==> config.mk <==
export PLATFORM = sky130hd
export DESIGN_NAME = decode_stage_flat
export DESIGN_NICKNAME = d
export VERILOG_FILES = /design/src/rtl/decode_stage_if.sv /design/src/rtl/decode_stage.sv /design/src/flat_wrapper.sv
export SDC_FILE = /design/constraint.sdc
export NUM_CORES = 1
export LEC_CHECK = 0
export CAP_MARGIN = 25
export CORE_MARGIN = 2
export CORE_UTILIZATION = 53
export CTS_CLUSTER_DIAMETER = 200
export DETAILED_ROUTE_END_ITERATION = 8
export PLACE_DENSITY = 0.95
export SETUP_SLACK_MARGIN = 0.3
export SLEW_MARGIN = 20
export SYNTH_ARGS = -nofsm -noshare
export SYNTH_HDL_FRONTEND = slang
export SYNTH_SLANG_ARGS = --single-unit
==> constraint.sdc <==
create_clock -name clk -period 11.1 [get_ports clk]
set_clock_uncertainty 0.05 [all_clocks]
set_input_delay 2.22 -clock clk [delete_from_list [all_inputs] [get_ports clk]]
set_output_delay 2.22 -clock clk [all_outputs]
set_load 0.01 [all_outputs]
==> src/rtl/decode_stage_if.sv <==
// Decode-stage shared constants and the fetch/execute bus interface.
package decode_stage_pkg;

  localparam int unsigned RISCV_WORD_WIDTH = 32;
  localparam int unsigned RISCV_ADDR_WIDTH = 32;
  localparam int unsigned ALU_OP_WIDTH     = 5;

  localparam logic [ALU_OP_WIDTH-1:0] ALU_ADD  = 5'd0;
  localparam logic [ALU_OP_WIDTH-1:0] ALU_SUB  = 5'd1;
  localparam logic [ALU_OP_WIDTH-1:0] ALU_AND  = 5'd2;
  localparam logic [ALU_OP_WIDTH-1:0] ALU_OR   = 5'd3;
  localparam logic [ALU_OP_WIDTH-1:0] ALU_XOR  = 5'd4;
  localparam logic [ALU_OP_WIDTH-1:0] ALU_SLL  = 5'd5;
  localparam logic [ALU_OP_WIDTH-1:0] ALU_SRL  = 5'd6;
  localparam logic [ALU_OP_WIDTH-1:0] ALU_SRA  = 5'd7;
  localparam logic [ALU_OP_WIDTH-1:0] ALU_SLT  = 5'd8;
  localparam logic [ALU_OP_WIDTH-1:0] ALU_SLTU = 5'd9;
  localparam logic [ALU_OP_WIDTH-1:0] ALU_EQ   = 5'd10;
  localparam logic [ALU_OP_WIDTH-1:0] ALU_NE   = 5'd11;
  localparam logic [ALU_OP_WIDTH-1:0] ALU_LTS  = 5'd12;
  localparam logic [ALU_OP_WIDTH-1:0] ALU_GES  = 5'd13;
  localparam logic [ALU_OP_WIDTH-1:0] ALU_LTU  = 5'd14;
  localparam logic [ALU_OP_WIDTH-1:0] ALU_GEU  = 5'd15;
  localparam logic [ALU_OP_WIDTH-1:0] ALU_PASS = 5'd16;

  localparam logic [1:0] OPA_RF_1 = 2'd0;
  localparam logic [1:0] OPA_PC   = 2'd1;
  localparam logic [1:0] OPA_ZERO = 2'd2;
  localparam logic [1:0] OPB_RF_2 = 2'd0;
  localparam logic [1:0] OPB_IMM  = 2'd1;

  localparam logic WB_ALU = 1'b0;
  localparam logic WB_LSU = 1'b1;

  localparam logic [6:0] OPC_LUI    = 7'b0110111;
  localparam logic [6:0] OPC_AUIPC  = 7'b0010111;
  localparam logic [6:0] OPC_JAL    = 7'b1101111;
  localparam logic [6:0] OPC_JALR   = 7'b1100111;
  localparam logic [6:0] OPC_BRANCH = 7'b1100011;
  localparam logic [6:0] OPC_LOAD   = 7'b0000011;
  localparam logic [6:0] OPC_STORE  = 7'b0100011;
  localparam logic [6:0] OPC_OP_IMM = 7'b0010011;
  localparam logic [6:0] OPC_OP     = 7'b0110011;

  // One decoded micro-op as presented to execute
  typedef struct packed {
    logic                        rf_we;
    logic                        rf_write_sel;
    logic [ALU_OP_WIDTH-1:0]     alu_op;
    logic [1:0]                  opa_sel;
    logic [1:0]                  opb_sel;
    logic                        lsu_w_en;
    logic                        lsu_r_en;
    logic                        lsu_sign_extend;
    logic [1:0]                  lsu_data_type;
    logic [RISCV_WORD_WIDTH-1:0] imm;
    logic                        jump;
    logic                        branch;
    logic                        illegal;
    logic                        mdu_en;
    logic [2:0]                  mdu_func;
    logic                        last_step;
  } uop_t;

  localparam uop_t UOP_RESET = '{alu_op: ALU_AND, last_step: 1'b1, default: '0};

endpackage

// Fetch-side and execute-side signals of the decode stage
interface decode_stage_if #(
  parameter int unsigned REG_COUNT = 32
) ();
  localparam int unsigned RW = $clog2(REG_COUNT);

  logic                                          in_valid_i;
  logic                                          in_ready_o;
  logic [decode_stage_pkg::RISCV_WORD_WIDTH-1:0] instr_i;
  logic [decode_stage_pkg::RISCV_ADDR_WIDTH-1:0] instr_addr_i;
  logic                                          flush_i;
  logic                                          out_valid_o;
  logic                                          out_ready_i;
  logic [RW-1:0]                                 rs1_o;
  logic [RW-1:0]                                 rs2_o;
  logic [RW-1:0]                                 rd_o;
  logic                                          rf_we_o;
  logic                                          rf_write_sel_o;
  logic [decode_stage_pkg::ALU_OP_WIDTH-1:0]     alu_op_o;
  logic [1:0]                                    operand_a_sel_o;
  logic [1:0]                                    operand_b_sel_o;
  logic                                          lsu_w_en_o;
  logic                                          lsu_r_en_o;
  logic                                          lsu_sign_extend_o;
  logic [1:0]                                    lsu_data_type_o;
  logic [decode_stage_pkg::RISCV_WORD_WIDTH-1:0] imm_o;
  logic [decode_stage_pkg::RISCV_ADDR_WIDTH-1:0] pc_o;
  logic                                          step_o;
  logic                                          last_step_o;
  logic                                          jump_o;
  logic                                          branch_o;
  logic                                          illegal_o;
  logic                                          mdu_en_o;
  logic [2:0]                                    mdu_func_o;

  modport slave (
    input  in_valid_i, instr_i, instr_addr_i, flush_i, out_ready_i,
    output in_ready_o, out_valid_o, rs1_o, rs2_o, rd_o, rf_we_o, rf_write_sel_o,
           alu_op_o, operand_a_sel_o, operand_b_sel_o, lsu_w_en_o, lsu_r_en_o,
           lsu_sign_extend_o, lsu_data_type_o, imm_o, pc_o, step_o, last_step_o,
           jump_o, branch_o, illegal_o, mdu_en_o, mdu_func_o
  );

  modport master (
    output in_valid_i, instr_i, instr_addr_i, flush_i, out_ready_i,
    input  in_ready_o, out_valid_o, rs1_o, rs2_o, rd_o, rf_we_o, rf_write_sel_o,
           alu_op_o, operand_a_sel_o, operand_b_sel_o, lsu_w_en_o, lsu_r_en_o,
           lsu_sign_extend_o, lsu_data_type_o, imm_o, pc_o, step_o, last_step_o,
           jump_o, branch_o, illegal_o, mdu_en_o, mdu_func_o
  );

endinterface

==> src/rtl/decode_stage.sv <==
// RV32I(+M) decode stage: one registered micro-op per instruction, two for jumps/branches.
module decode_stage
  import decode_stage_pkg::*;
#(
  parameter int unsigned REG_COUNT = 32,
  parameter bit          M_EXT     = 1'b0
) (
  input  logic          clk,
  input  logic          rst,
  decode_stage_if.slave dec
);

  localparam int unsigned RW = $clog2(REG_COUNT);

  if (REG_COUNT != 16 && REG_COUNT != 32) begin : g_reg_count_chk
    $error("decode_stage: REG_COUNT must be 16 or 32");
  end

  typedef enum logic [1:0] {S_IDLE, S_STEP0, S_STEP1} state_e;

  state_e                      state_q, state_d;
  logic                        out_valid_q, out_valid_d;
  logic                        step_q, step_d;
  uop_t                        uop_q, uop_d;
  logic [RW-1:0]               rs1_q, rs1_d, rs2_q, rs2_d, rd_q, rd_d;
  logic [RISCV_ADDR_WIDTH-1:0] pc_q, pc_d;
  logic [RISCV_WORD_WIDTH-1:0] instr_q, instr_d;
  logic                        in_ready_c, accept_c, out_fire_c, load_new_c;

  // Decode one micro-op of an instruction; step selects the second half of jumps/branches
  function automatic uop_t decode(input logic [RISCV_WORD_WIDTH-1:0] ins, input logic step);
    uop_t                        u;
    logic                        bad, use_rd, use_rs1, use_rs2;
    logic [2:0]                  f3;
    logic [6:0]                  f7;
    logic [RISCV_WORD_WIDTH-1:0] imm_i, imm_s, imm_b, imm_u, imm_j, imm_sh;
    f3     = ins[14:12];
    f7     = ins[31:25];
    imm_i  = {{20{ins[31]}}, ins[31:20]};
    imm_s  = {{20{ins[31]}}, ins[31:25], ins[11:7]};
    imm_b  = {{19{ins[31]}}, ins[31], ins[7], ins[30:25], ins[11:8], 1'b0};
    imm_u  = {ins[31:12], 12'b0};
    imm_j  = {{11{ins[31]}}, ins[31], ins[19:12], ins[20], ins[30:21], 1'b0};
    imm_sh = {27'b0, ins[24:20]};
    u           = '0;
    u.alu_op    = ALU_ADD;
    u.last_step = 1'b1;
    bad         = 1'b0;
    use_rd      = 1'b0;
    use_rs1     = 1'b0;
    use_rs2     = 1'b0;
    case (ins[6:0])
      OPC_LUI, OPC_AUIPC: begin
        use_rd    = 1'b1;
        u.rf_we   = 1'b1;
        u.opa_sel = (ins[6:0] == OPC_LUI) ? OPA_ZERO : OPA_PC;
        u.opb_sel = OPB_IMM;
        u.imm     = imm_u;
      end
      OPC_JAL, OPC_JALR: begin
        use_rd      = 1'b1;
        use_rs1     = (ins[6:0] == OPC_JALR);
        bad         = (ins[6:0] == OPC_JALR) && (f3 != 3'd0);
        u.jump      = 1'b1;
        u.last_step = step;
        u.opb_sel   = OPB_IMM;
        if (!step) begin
          u.rf_we   = 1'b1;
          u.opa_sel = OPA_PC;
          u.imm     = RISCV_WORD_WIDTH'(4);
        end else if (ins[6:0] == OPC_JAL) begin
          u.opa_sel = OPA_PC;
          u.imm     = imm_j;
        end else begin
          u.opa_sel = OPA_RF_1;
          u.imm     = imm_i;
        end
      end
      OPC_BRANCH: begin
        use_rs1     = 1'b1;
        use_rs2     = 1'b1;
        u.branch    = 1'b1;
        u.last_step = step;
        u.imm       = imm_b;
        if (!step) begin
          u.opa_sel = OPA_RF_1;
          u.opb_sel = OPB_RF_2;
        end else begin
          u.opa_sel = OPA_PC;
          u.opb_sel = OPB_IMM;
        end
        case (f3)
          3'd0:    u.alu_op = ALU_EQ;
          3'd1:    u.alu_op = ALU_NE;
          3'd4:    u.alu_op = ALU_LTS;
          3'd5:    u.alu_op = ALU_GES;
          3'd6:    u.alu_op = ALU_LTU;
          3'd7:    u.alu_op = ALU_GEU;
          default: bad = 1'b1;
        endcase
        if (step) u.alu_op = ALU_ADD;
      end
      OPC_LOAD: begin
        use_rd            = 1'b1;
        use_rs1           = 1'b1;
        bad               = (f3 == 3'd3) || (f3 == 3'd6) || (f3 == 3'd7);
        u.rf_we           = 1'b1;
        u.rf_write_sel    = WB_LSU;
        u.lsu_r_en        = 1'b1;
        u.lsu_sign_extend = !f3[2];
        u.lsu_data_type   = f3[1:0];
        u.opa_sel         = OPA_RF_1;
        u.opb_sel         = OPB_IMM;
        u.imm             = imm_i;
      end
      OPC_STORE: begin
        use_rs1         = 1'b1;
        use_rs2         = 1'b1;
        bad             = f3[2] || (f3[1:0] == 2'd3);
        u.lsu_w_en      = 1'b1;
        u.lsu_data_type = f3[1:0];
        u.opa_sel       = OPA_RF_1;
        u.opb_sel       = OPB_IMM;
        u.imm           = imm_s;
      end
      OPC_OP_IMM: begin
        use_rd    = 1'b1;
        use_rs1   = 1'b1;
        u.rf_we   = 1'b1;
        u.opa_sel = OPA_RF_1;
        u.opb_sel = OPB_IMM;
        u.imm     = imm_i;
        case (f3)
          3'd0: u.alu_op = ALU_ADD;
          3'd2: u.alu_op = ALU_SLT;
          3'd3: u.alu_op = ALU_SLTU;
          3'd4: u.alu_op = ALU_XOR;
          3'd6: u.alu_op = ALU_OR;
          3'd1: begin
            u.alu_op = ALU_SLL;
            u.imm    = imm_sh;
            bad      = (f7 != 7'h00);
          end
          3'd5: begin
            u.imm = imm_sh;
            if (f7 == 7'h00)      u.alu_op = ALU_SRL;
            else if (f7 == 7'h20) u.alu_op = ALU_SRA;
            else                  bad = 1'b1;
          end
          default: u.alu_op = ALU_AND;
        endcase
      end
      OPC_OP: begin
        use_rd    = 1'b1;
        use_rs1   = 1'b1;
        use_rs2   = 1'b1;
        u.rf_we   = 1'b1;
        u.opa_sel = OPA_RF_1;
        u.opb_sel = OPB_RF_2;
        case (f7)
          7'h00: begin
            case (f3)
              3'd0:    u.alu_op = ALU_ADD;
              3'd1:    u.alu_op = ALU_SLL;
              3'd2:    u.alu_op = ALU_SLT;
              3'd3:    u.alu_op = ALU_SLTU;
              3'd4:    u.alu_op = ALU_XOR;
              3'd5:    u.alu_op = ALU_SRL;
              3'd6:    u.alu_op = ALU_OR;
              default: u.alu_op = ALU_AND;
            endcase
          end
          7'h20: begin
            if (f3 == 3'd0)      u.alu_op = ALU_SUB;
            else if (f3 == 3'd5) u.alu_op = ALU_SRA;
            else                 bad = 1'b1;
          end
          7'h01: begin
            if (M_EXT) begin
              u.mdu_en   = 1'b1;
              u.mdu_func = f3;
              u.alu_op   = ALU_PASS;
            end else begin
              bad = 1'b1;
            end
          end
          default: bad = 1'b1;
        endcase
      end
      default: bad = 1'b1;
    endcase
    if (ins[1:0] != 2'b11) bad = 1'b1;
    if (REG_COUNT == 16) begin
      bad = bad | (use_rd & ins[11]) | (use_rs1 & ins[19]) | (use_rs2 & ins[24]);
    end
    if (bad) begin
      u.rf_we     = 1'b0;
      u.lsu_w_en  = 1'b0;
      u.lsu_r_en  = 1'b0;
      u.jump      = 1'b0;
      u.branch    = 1'b0;
      u.mdu_en    = 1'b0;
      u.illegal   = 1'b1;
      u.last_step = 1'b1;
    end
    return u;
  endfunction

  // Handshake qualifiers; flush and reset both block new instructions
  assign out_fire_c = out_valid_q && dec.out_ready_i;
  assign in_ready_c = !rst && !dec.flush_i &&
                      ((state_q == S_IDLE) || (out_fire_c && uop_q.last_step));
  assign accept_c   = dec.in_valid_i && in_ready_c;

  // State register and output pipeline registers
  always_ff @(posedge clk or posedge rst) begin
    if (rst) begin
      state_q     <= S_IDLE;
      out_valid_q <= 1'b0;
      step_q      <= 1'b0;
      uop_q       <= UOP_RESET;
      rs1_q       <= '0;
      rs2_q       <= '0;
      rd_q        <= '0;
      pc_q        <= '0;
      instr_q     <= '0;
    end else begin
      state_q     <= state_d;
      out_valid_q <= out_valid_d;
      step_q      <= step_d;
      uop_q       <= uop_d;
      rs1_q       <= rs1_d;
      rs2_q       <= rs2_d;
      rd_q        <= rd_d;
      pc_q        <= pc_d;
      instr_q     <= instr_d;
    end
  end

  // Next state and next micro-op
  always_comb begin
    state_d    = state_q;
    step_d     = step_q;
    uop_d      = uop_q;
    rs1_d      = rs1_q;
    rs2_d      = rs2_q;
    rd_d       = rd_q;
    pc_d       = pc_q;
    instr_d    = instr_q;
    load_new_c = 1'b0;
    case (state_q)
      S_IDLE: begin
        if (accept_c) load_new_c = 1'b1;
      end
      S_STEP0: begin
        if (out_fire_c) begin
          if (!uop_q.last_step) begin
            state_d = S_STEP1;
            step_d  = 1'b1;
            uop_d   = decode(instr_q, 1'b1);
          end else if (accept_c) begin
            load_new_c = 1'b1;
          end else begin
            state_d = S_IDLE;
          end
        end
      end
      S_STEP1: begin
        if (out_fire_c) begin
          if (accept_c) load_new_c = 1'b1;
          else          state_d    = S_IDLE;
        end
      end
      default: state_d = S_IDLE;
    endcase
    if (load_new_c) begin
      state_d = S_STEP0;
      step_d  = 1'b0;
      uop_d   = decode(dec.instr_i, 1'b0);
      rs1_d   = RW'(dec.instr_i[19:15]);
      rs2_d   = RW'(dec.instr_i[24:20]);
      rd_d    = RW'(dec.instr_i[11:7]);
      pc_d    = dec.instr_addr_i;
      instr_d = dec.instr_i;
    end
    if (dec.flush_i) state_d = S_IDLE;
    out_valid_d = (state_d != S_IDLE);
  end

  // Output mapping
  assign dec.in_ready_o        = in_ready_c;
  assign dec.out_valid_o       = out_valid_q;
  assign dec.rs1_o             = rs1_q;
  assign dec.rs2_o             = rs2_q;
  assign dec.rd_o              = rd_q;
  assign dec.rf_we_o           = uop_q.rf_we;
  assign dec.rf_write_sel_o    = uop_q.rf_write_sel;
  assign dec.alu_op_o          = uop_q.alu_op;
  assign dec.operand_a_sel_o   = uop_q.opa_sel;
  assign dec.operand_b_sel_o   = uop_q.opb_sel;
  assign dec.lsu_w_en_o        = uop_q.lsu_w_en;
  assign dec.lsu_r_en_o        = uop_q.lsu_r_en;
  assign dec.lsu_sign_extend_o = uop_q.lsu_sign_extend;
  assign dec.lsu_data_type_o   = uop_q.lsu_data_type;
  assign dec.imm_o             = uop_q.imm;
  assign dec.pc_o              = pc_q;
  assign dec.step_o            = step_q;
  assign dec.last_step_o       = uop_q.last_step;
  assign dec.jump_o            = uop_q.jump;
  assign dec.branch_o          = uop_q.branch;
  assign dec.illegal_o         = uop_q.illegal;
  assign dec.mdu_en_o          = uop_q.mdu_en;
  assign dec.mdu_func_o        = uop_q.mdu_func;

endmodule

==> src/flat_wrapper.sv <==
// flat-port wrapper written by rule: the top's interface ports become plain ports
module decode_stage_flat import decode_stage_pkg::*;
#(
  parameter int unsigned REG_COUNT = 32,
  parameter bit          M_EXT     = 1'b0
)
  (clk, rst, dec_in_valid_i, dec_instr_i, dec_instr_addr_i, dec_flush_i, dec_out_ready_i, dec_in_ready_o, dec_out_valid_o, dec_rs1_o, dec_rs2_o, dec_rd_o, dec_rf_we_o, dec_rf_write_sel_o, dec_alu_op_o, dec_operand_a_sel_o, dec_operand_b_sel_o, dec_lsu_w_en_o, dec_lsu_r_en_o, dec_lsu_sign_extend_o, dec_lsu_data_type_o, dec_imm_o, dec_pc_o, dec_step_o, dec_last_step_o, dec_jump_o, dec_branch_o, dec_illegal_o, dec_mdu_en_o, dec_mdu_func_o);
  decode_stage_if #(.REG_COUNT(REG_COUNT)) dec_i ();
  input  logic clk;
  input  logic rst;
  input wire logic [$bits(dec_i.in_valid_i)-1:0] dec_in_valid_i;
  input wire logic [$bits(dec_i.instr_i)-1:0] dec_instr_i;
  input wire logic [$bits(dec_i.instr_addr_i)-1:0] dec_instr_addr_i;
  input wire logic [$bits(dec_i.flush_i)-1:0] dec_flush_i;
  input wire logic [$bits(dec_i.out_ready_i)-1:0] dec_out_ready_i;
  output wire logic [$bits(dec_i.in_ready_o)-1:0] dec_in_ready_o;
  output wire logic [$bits(dec_i.out_valid_o)-1:0] dec_out_valid_o;
  output wire logic [$bits(dec_i.rs1_o)-1:0] dec_rs1_o;
  output wire logic [$bits(dec_i.rs2_o)-1:0] dec_rs2_o;
  output wire logic [$bits(dec_i.rd_o)-1:0] dec_rd_o;
  output wire logic [$bits(dec_i.rf_we_o)-1:0] dec_rf_we_o;
  output wire logic [$bits(dec_i.rf_write_sel_o)-1:0] dec_rf_write_sel_o;
  output wire logic [$bits(dec_i.alu_op_o)-1:0] dec_alu_op_o;
  output wire logic [$bits(dec_i.operand_a_sel_o)-1:0] dec_operand_a_sel_o;
  output wire logic [$bits(dec_i.operand_b_sel_o)-1:0] dec_operand_b_sel_o;
  output wire logic [$bits(dec_i.lsu_w_en_o)-1:0] dec_lsu_w_en_o;
  output wire logic [$bits(dec_i.lsu_r_en_o)-1:0] dec_lsu_r_en_o;
  output wire logic [$bits(dec_i.lsu_sign_extend_o)-1:0] dec_lsu_sign_extend_o;
  output wire logic [$bits(dec_i.lsu_data_type_o)-1:0] dec_lsu_data_type_o;
  output wire logic [$bits(dec_i.imm_o)-1:0] dec_imm_o;
  output wire logic [$bits(dec_i.pc_o)-1:0] dec_pc_o;
  output wire logic [$bits(dec_i.step_o)-1:0] dec_step_o;
  output wire logic [$bits(dec_i.last_step_o)-1:0] dec_last_step_o;
  output wire logic [$bits(dec_i.jump_o)-1:0] dec_jump_o;
  output wire logic [$bits(dec_i.branch_o)-1:0] dec_branch_o;
  output wire logic [$bits(dec_i.illegal_o)-1:0] dec_illegal_o;
  output wire logic [$bits(dec_i.mdu_en_o)-1:0] dec_mdu_en_o;
  output wire logic [$bits(dec_i.mdu_func_o)-1:0] dec_mdu_func_o;
  assign dec_i.in_valid_i = dec_in_valid_i;
  assign dec_i.instr_i = dec_instr_i;
  assign dec_i.instr_addr_i = dec_instr_addr_i;
  assign dec_i.flush_i = dec_flush_i;
  assign dec_i.out_ready_i = dec_out_ready_i;
  assign dec_in_ready_o = dec_i.in_ready_o;
  assign dec_out_valid_o = dec_i.out_valid_o;
  assign dec_rs1_o = dec_i.rs1_o;
  assign dec_rs2_o = dec_i.rs2_o;
  assign dec_rd_o = dec_i.rd_o;
  assign dec_rf_we_o = dec_i.rf_we_o;
  assign dec_rf_write_sel_o = dec_i.rf_write_sel_o;
  assign dec_alu_op_o = dec_i.alu_op_o;
  assign dec_operand_a_sel_o = dec_i.operand_a_sel_o;
  assign dec_operand_b_sel_o = dec_i.operand_b_sel_o;
  assign dec_lsu_w_en_o = dec_i.lsu_w_en_o;
  assign dec_lsu_r_en_o = dec_i.lsu_r_en_o;
  assign dec_lsu_sign_extend_o = dec_i.lsu_sign_extend_o;
  assign dec_lsu_data_type_o = dec_i.lsu_data_type_o;
  assign dec_imm_o = dec_i.imm_o;
  assign dec_pc_o = dec_i.pc_o;
  assign dec_step_o = dec_i.step_o;
  assign dec_last_step_o = dec_i.last_step_o;
  assign dec_jump_o = dec_i.jump_o;
  assign dec_branch_o = dec_i.branch_o;
  assign dec_illegal_o = dec_i.illegal_o;
  assign dec_mdu_en_o = dec_i.mdu_en_o;
  assign dec_mdu_func_o = dec_i.mdu_func_o;
  decode_stage #(.REG_COUNT(REG_COUNT), .M_EXT(M_EXT)) u_core (.clk(clk), .rst(rst), .dec(dec_i));
endmodule
==> results.md, run 1 <==
Place:
- After detailed placement, the total cell area comes to slightly above 8000 µm².
- At the end of routability-driven placement, the weighted congestion stood at between 1 and 1.5.
- The HPWL after detailed placement is 13800 µm.
- The count of buffers from port buffering is around 170.

Floorplan:
- The row count is 40.
- For this design the top-level I/O count stands at 175.
- The area enclosed by the die boundary is 13300 µm².
- In this run the vertical extent of the chip is 115 µm.
- The die is roughly 120 µm wide.
- The effective utilization at floorplan is a little over half.
- The core region area is around 12000 µm².

Clock tree:
- The maximum clock path buffer count is 2.
- The number of setup buffers added after CTS is 0.
- The maximum level of the CTS H-tree is 4.
- The CTS sink count is between 100 and 150.
- For the worst-skew pair, the clock arrives at the later sink with an insertion delay of about 420 ps.
- The hold buffer count at CTS is 0.
- The count of cells resized by post-cts repair is 0.
- The number of CTS-inserted buffers is 17.
- After clock tree synthesis, the clock-pin slew on the worst setup and hold paths is ~50 ps.
- The TritonCTS clock tree is done.
- Clock tree synthesis selected as its root buffer the cell clkbuf_16.

Timing:
- The share of the clock period used by the worst path after layout is between 50% and 60%.
- The setup TNS after final layout is 0 ps.
- Based on the critical path, the design can be clocked at up to between 0.15 and 0.2 GHz.
- Headroom to the max-slew limit came out at slightly below 30%.
- The minimum clock period is about 6000 ps.
- Setup repair after global routing left no endpoint under its margin.
- The hold violation total from the final report was 0.
- The count of final max-slew check failures was 0.
- Setup violations remaining at the end of the flow were counted as 0.
- The worst-margin pin slew is between 1000 and 1500 ps.

Hold path:
- The worst hold path terminates at u_core.dec.pc_o[19].
- The worst hold path startpoint is u_core.dec.pc_o[19].
- The class of the most critical hold timing path is reg2reg.
- Along the worst hold path, the cell count comes to 2.

Critical path:
- Data arrives at the worst endpoint at approximately 3700 ps.
- The worst register-to-register path has a depth of 8.
- STA puts the critical path data required time at around 8800 ps.
- STA classifies the critical path endpoint as an output port.
- The worst setup slack for register-to-register paths is ~8000 ps.
- The critical path in this run is classified as in2out.
- Along the worst path, the maximum fanout reaches 5.
- The reg-to-reg critical path endpoint is u_core.dec.imm_o[4].
- The worst setup path is launched from an input port.
- In this run the critical register-to-register path is launched from u_core.state_q[0].

GRT:
- The number of antenna violations at the first check in global routing is 0.
- The number of global-route vias before repair is slightly below 7000.
- For this run, the total global-route usage over all layers was measured as between 30% and 40%.
- The wire length of the first global-routing pass is ~34000 µm.
- The total grt overflow is 0.
- Entering global routing, the biggest net connects 91 pins.

Route:
- The routed via count is 6835.
- For this run, design rule violations remaining after detail routing come to 0.
- In the final routed layout, each cell accounts on average for roughly 19 µm.
- The post-detailed-routing wire length is 21000 µm.
- The first routing iteration left 940 violations.
- The antenna violation net count after detailed routing is 0.
- Before antenna repair, the detailed router went through 5 iterations.
- Dividing the detail-routed via count by the number of cells gives a little over 6.

Cells and area:
- The share of final-layout standard cells stronger than drive strength 1 is 5.27%.
- The post-route standard cell area excluding fillers is a little under 9000 µm².
- The area growth from synthesis to layout is 33.0%.
- The net count reported at finish is just over 1000.
- 0 antenna diodes ended up in the layout.

Synthesis:
- After synthesis, flip-flops and latches occupy a little under half of the total area.
- The biggest area contributor in the post-synthesis netlist is dfrtp_1.
- For this run, the leading register cell type out of synthesis is dfrtp_1.
- The total of warnings raised by yosys is 0.
- The share of flip-flops with an asynchronous set or reset after synthesis is 100%.
- Counting every instance in the synthesized netlist gives slightly above 800.
- Summing every instance area after synthesis gives roughly 6600 µm².
- Averaged over all synthesized cells, the footprint is 8.04 µm².
- By area the synthesized netlist is led by dfrtp_1, nand2_1, a21oi_1.
- The cell with the most instances after synthesis is nand2_1.
- After synthesis, the most frequently instantiated cells are nand2_1, dfrtp_1, nor2_1.
- The synthesis-stage register bit count is between 100 and 150.
- In this run, distinct cell masters in the synthesized netlist total 69.
- The count of flip-flops with a built-in enable after synthesis is 0.
- The top cell type by area accounts for around 44% of the synthesized area.

Outcome:
- The flow ran to the end, and the final reports show no timing, DRC or antenna violations.

Power:
- In this run, flip-flops and latches consume between 30 and 40% of the power.
- The leakage power of the design is around 3.7 nW.
- The switching portion of total power is 29.5%.
- The net switching component of the power is 0.427 mW.
- Power spread over the standard cell area amounts to 166 nW/µm².
- The maximum resistive drop on vdd is approximately 0.11 mV.
- The combinational power share is between 20% and 30%.
- The internal power contribution is around 1.0 mW.
- Of the total power, the clock network draws approximately 36%.

Flow run:
- The tool flagged a number of max-cap violations equal to 0.
[flip-flops by register name, summed over array words and instances, names as in the netlist, 2 cells and up]
| signal | count |
|---|---|
| u_core.dec.imm_o | 32 |
| u_core.dec.pc_o | 32 |
| u_core.instr_q | 24 |
| u_core.dec.alu_op_o | 4 |
| u_core.dec.rs1_o | 4 |
| u_core.dec.rs2_o | 4 |
| u_core.dec.lsu_data_type_o | 2 |
| u_core.dec.operand_a_sel_o | 2 |
| u_core.state_q | 2 |
[through the flow]
stage	hold slack, ps	util (%)	setup WS (ps)	cells	total power [mW]
2_1_floorplan	413	-	5700	821	0.739
3_3_place_gp	407	67.6	5220	1086	0.915
3_5_place_dp	412	67.6	5190	1086	0.927
4_1_cts	425	72.3	5180	1116	1.45
5_1_grt	451	72.3	5110	1116	1.51
6_report	419	72.3	5170	1116	1.45
[how the worst max path moves through the flow]
stage          cells past startpoint                endpoint  slack [ps]             from
6_report                           4          dec_in_ready_o        5170  dec_out_ready_i
5_1_grt                            4          dec_in_ready_o        5110  dec_out_ready_i
4_1_cts                            4          dec_in_ready_o        5180  dec_out_ready_i
3_5_place_dp                       4          dec_in_ready_o        5190  dec_out_ready_i
3_3_place_gp                       4          dec_in_ready_o        5220  dec_out_ready_i
2_1_floorplan                      1  u_core.dec.alu_op_o[0]        5700              rst
[metal layers]
layer	wire, µm	GRT usage, %	vias up
met5	0	0	-
met4	826	14.8	0
met3	2310	9.86	91
met2	10200	53.3	472
met1	7720	41.2	3193
li1	-	-	3079
[critical path, cell delays in order]
cell and delay [ps]:
clkdlybuf4s50_1 550, a31oi_1 110, nor3_1 200, clkdlybuf4s50_1 580
[final cells by class]
cell class	count	area [µm²]
Clock inverter	2	10.0
Timing Repair Buffer	175	1730
Clock buffer	28	557
Fill cell	891	3340
Sequential cell	118	2960
Multi-Input combinational cell	612	3210
Tap cell	168	210
Inverter	13	51.3
[placed cells by master (no fill, tap or decap), types with 5 or more instances in the layout]
master | synthesis | layout
or2_2 | 6 | 6
a21boi_0 | 11 | 11
nor2_1 | 61 | 61
conb_1 | 1 | 6
a22oi_1 | 11 | 11
nor3_1 | 20 | 19
nand3_1 | 12 | 12
dfrtp_1 | 116 | 116
or4_1 | 5 | 5
nand2_1 | 233 | 233
a221oi_1 | 8 | 8
inv_1 | 13 | 12
nand2b_1 | 8 | 8
a31oi_1 | 24 | 24
a21oi_1 | 48 | 48
clkbuf_8 | 0 | 9
clkbuf_16 | 0 | 17
clkdlybuf4s50_1 | 0 | 168
o21ai_0 | 48 | 48
buf_4 | 21 | 7
nor2b_1 | 10 | 10
o22a_1 | 13 | 13
[cell families (layout without fill, tap and decap cells)]
| group | Yosys count | after routing | share of synthesized area [%] |
|---|---|---|---|
| mux | 2 | 2 | 0.324 |
| flops | 118 | 118 | 45.1 |
| compound gates | 212 | 212 | 21.4 |
| fa+ha+maj | 5 | 5 | 0.916 |
| other cells | 1 | 6 | 0.0572 |
| simple gates | 387 | 387 | 25.8 |
| buf+inv | 91 | 218 | 6.43 |
[power by group through the flow]
stage          combinational (mW)  clock, mW  sequential, mW
3_5_place_dp                0.347          0           0.580
2_1_floorplan               0.162          0           0.577
6_report                    0.352      0.520           0.578
3_3_place_gp                0.338          0           0.577
4_1_cts                     0.352      0.525           0.575
5_1_grt                     0.382      0.546           0.586
Power figures use the tool's default switching activity.
==> run 2, diff against run 1 <==
--- a/config.mk
+++ b/config.mk
@@ -7,10 +7,10 @@
 export LEC_CHECK = 0
 export CAP_MARGIN = 25
 export CORE_MARGIN = 2
-export CORE_UTILIZATION = 53
+export CORE_UTILIZATION = 49
 export CTS_CLUSTER_DIAMETER = 200
 export DETAILED_ROUTE_END_ITERATION = 8
-export PLACE_DENSITY = 0.95
+export PLACE_DENSITY = 0.93
 export SETUP_SLACK_MARGIN = 0.3
 export SLEW_MARGIN = 20
 export SYNTH_ARGS = -nofsm -noshare
==> constraint.sdc (replaced) <==
create_clock -name clk -period 6.2 [get_ports clk]
set_clock_uncertainty 0.05 [all_clocks]
set_input_delay 1.24 -clock clk [delete_from_list [all_inputs] [get_ports clk]]
set_output_delay 1.24 -clock clk [all_outputs]
set_load 0.01 [all_outputs]
==> results.md, run 2 (synthesis gave the netlist of run 1 again) <==
Route:
- The antenna violation net count after detailed routing is 0.
- Across all layers, the routed design uses approximately 6900 vias.
- Summed over all layers, the routed wires come to between 20000 and 25000 µm.
- The pre-antenna-repair detailed-routing pass consisted of 6 iterations.
- In the final routed layout, each cell accounts on average for between 15 and 20 µm.
- The DRC violation count after routing is 0.
- After the first detailed-routing iteration, the DRC count stood at around 860.
- The average vias per placed instance is approximately 6.

Floorplan:
- The floorplan die width is about 120 µm.
- The effective utilization at floorplan is 49.9%.
- The total area inside the core boundary comes to roughly 13000 µm².
- The y dimension of the die is roughly 120 µm.
- The row count is 42.
- The top-level port count is between 150 and 200.
- The area enclosed by the die boundary is between 10000 and 15000 µm².

Cells and area:
- The total of fill cells in the finished design is between 1000 and 1500.
- The multi-input combinational cells in the finished layout cover a total of roughly 3200 µm².
- In the layout the commonest cells are nand2_1, clkdlybuf4s50_1, dfrtp_1, nor2_1.
- In the final layout, flip-flops and latches occupy ~3000 µm².
- The number of antenna cells inserted is 0.
- The net count reported at finish is just over 1000.
- From synthesis to final layout, the design area changed by 34.2%.
- The library cell used most frequently in the layout, excluding fill and tap cells, is nand2_1.
- For this run, the number of standard cells in the final layout without fillers is 1130.
- The share of final-layout standard cells stronger than drive strength 1 is under 10%.

Timing:
- Setup repair after global routing left no endpoint under its margin.
- The number of setup violations in the final report is 0.
- Timing would allow up to approximately 0.25 GHz.
- The hold violation total from the final report is 0.
- The worst-margin pin slew is 1030 ps.
- The count of final max-slew check failures is 0.
- On the final layout, the worst hold slack is between 400 and 500 ps.
- The minimum clock period is ~4000 ps.
- In this run the tightest slew margin relative to its limit is a little under a third.
- For the final routed database, the setup TNS stands at 0 ps.
- The share of the clock period used by the worst path after layout is 64.7%.

Place:
- The HPWL after detailed placement is about 14000 µm.
- In this run the tool buffered the top-level ports with about 170 buffer cells.
- At the end of routability-driven placement, the weighted congestion stood at 0.994.
- The instance count after placement with tap cells included is about 1100.

Critical path:
- Counting buffers and inverters, the worst setup path is 4 cells deep.
- The number of buffers and inverters on the critical path is 2.
- The largest fanout of any net on the critical path is 5.
- The endpoint identified for the worst register-to-register timing path is u_core.dec.imm_o[0].
- At the worst endpoint, the required time is 4910 ps.
- STA classifies the critical path endpoint as an output port.
- The kind of cell with the highest combined delay along the critical path is buffers and inverters.
- Walking the worst path, the cells encountered are clkdlybuf4s50_1 > a31oi_1 > nor3_1 > clkdlybuf4s50_1.
- The type of the worst setup path is in2out.
- The depth of the worst register-to-register path is 8.
- At the worst endpoint, the arrival time is around 2700 ps.
- The worst setup slack for register-to-register paths is about 3000 ps.
- Counting stages on the worst path, the most repeated cell is clkdlybuf4s50_1.
- The most critical setup path has its endpoint at dec_in_ready_o.
- The slowest cell on the critical path is clkdlybuf4s50_1.
- The kind of start point of the critical path is an input port.
- In this run the critical register-to-register path is launched from u_core.state_q[0].
- The largest stage delay on the critical path is between 500 and 600 ps.
- The source of the critical timing path is dec_out_ready_i.

Clock tree:
- The count of cells resized by post-cts repair is 0.
- In this run, CTS created clock tree buffers numbering 17.
- The number of buffers added for setup after CTS is 0.
- The clock latency reported for the late side of the worst-skew pair is about 430 ps.
- After clock tree synthesis, the clock-pin slew on the worst setup and hold paths is approximately 60 ps.
- The root buffer cell is clkbuf_16.
- Buffers inserted to repair hold after CTS numbered 0.
- The TritonCTS clock tree is done.
- In this run the number of H-tree levels came out at 4.
- The CTS sink count is 118.
- The maximum clock path buffer count is 2.

Outcome:
- The flow ran to the end, and the final reports show no timing, DRC or antenna violations.

Power:
- Sequential cells burn between 30% and 40% of the power.
- In this run, the combinational gates consume a little under a quarter of the power.
- Summed over all cells, the static leakage comes to 3.70 nW.
- IR analysis of the VDD net gives a maximum drop of between 0.2 and 0.25 mV.
- In this run the power spent charging and discharging nets is around 0.81 mW.
- Of the total power, the clock network draws between 30% and 40%.
- Dividing total power by cell area gives a power density of roughly 300 nW/µm².
- Net switching is a little under a third of the power.
- The internal portion of the total power is around 1.8 mW.

GRT:
- The number of antenna violations at the first check in global routing is 0.
- For this run, the total global-route usage over all layers was measured as between 20 and 30%.
- For this run the aggregate overflow at the end of global routing stands at 0.
- The first global-routing pass estimated 33300 µm of wire.
- The maximum number of pins on one net before global-route repair is 90.
- The number of global-route vias before repair is between 6000 and 7000.

Hold path:
- In this run the worst hold path is classified as reg2reg.

Flow run:
- The tool flagged a number of max-cap violations equal to 0.
run 2: cell count changes in the layout (fill, tap and decap cells not counted):
cell and delta:
buf_16 +1, buf_4 +3, bufinv_16 +2, clkbuf_1 -2, clkbuf_8 -9, clkinv_2 +1, clkinv_4 +3, clkinvlp_4 +5
inv_6 +2
run 2: per-layer routing:
layer / vias to the layer above / part of all wire, % / track usage [%]
li1: 3076 / - / -
met1: 3232 / 38 / 37.7
met2: 473 / 47 / 46.8
met3: 75 / 11 / 8.60
met4: 0 / 3.3 / 13.7
met5: - / 0 / 0
run 2: final cells by class:
| type | instances | share of cell area (%) |
|---|---|---|
| clock buffer | 17 | 4.84 |
| clock inverter | 15 | 1.78 |
| inverter | 13 | 0.583 |
| multi-input combinational | 612 | 36.4 |
| sequential | 118 | 33.6 |
| tap | 176 | 2.50 |
| timing repair buffer | 179 | 20.3 |
run 2: through the flow:
stage	utilization, %	worst slack, ps	power [mW]	instance area [µm²]
floorplan	-	1780	1.32	6580
global placement	62.3	1980	1.64	8190
detailed placement	62.5	1950	1.66	8220
CTS	67.0	2200	2.63	8800
global route	67.0	2020	2.75	8800
finish	67.0	2190	2.63	8800
run 2: worst register-to-register path: stages (launching register included):
cell and delay [ps]:
dfrtp_1 410, inv_1 90, ha_1 300, a41oi_1 150, or3_2 490, buf_4 410, a211o_4 590, o41ai_1 460
o22a_1 190
run 2: power by group through the flow:
| stage | combinational [mW] | sequential (mW) | clock (mW) |
|---|---|---|---|
| floorplan | 0.290 | 1.03 | 0 |
| global placement | 0.607 | 1.04 | 0 |
| detailed placement | 0.623 | 1.04 | 0 |
| CTS | 0.628 | 1.03 | 0.977 |
| global route | 0.680 | 1.05 | 1.02 |
| finish | 0.627 | 1.03 | 0.970 |
run 2: how the worst min path moves through the flow:
| stage | end | slack, ps | startpoint | cells past startpoint |
|---|---|---|---|---|
| after floorplan | u_core.dec.rs1_o[0] | 410 | u_core.dec.rs1_o[0] | 2 |
| after global routing | u_core.dec.pc_o[25] | 440 | u_core.dec.pc_o[25] | 2 |
| after detailed placement | u_core.dec.pc_o[23] | 410 | u_core.dec.pc_o[23] | 2 |
| final | u_core.dec.pc_o[23] | 420 | u_core.dec.pc_o[23] | 2 |
| after CTS | u_core.dec.pc_o[23] | 430 | u_core.dec.pc_o[23] | 2 |
| after global placement | u_core.dec.pc_o[17] | 410 | u_core.dec.pc_o[17] | 2 |
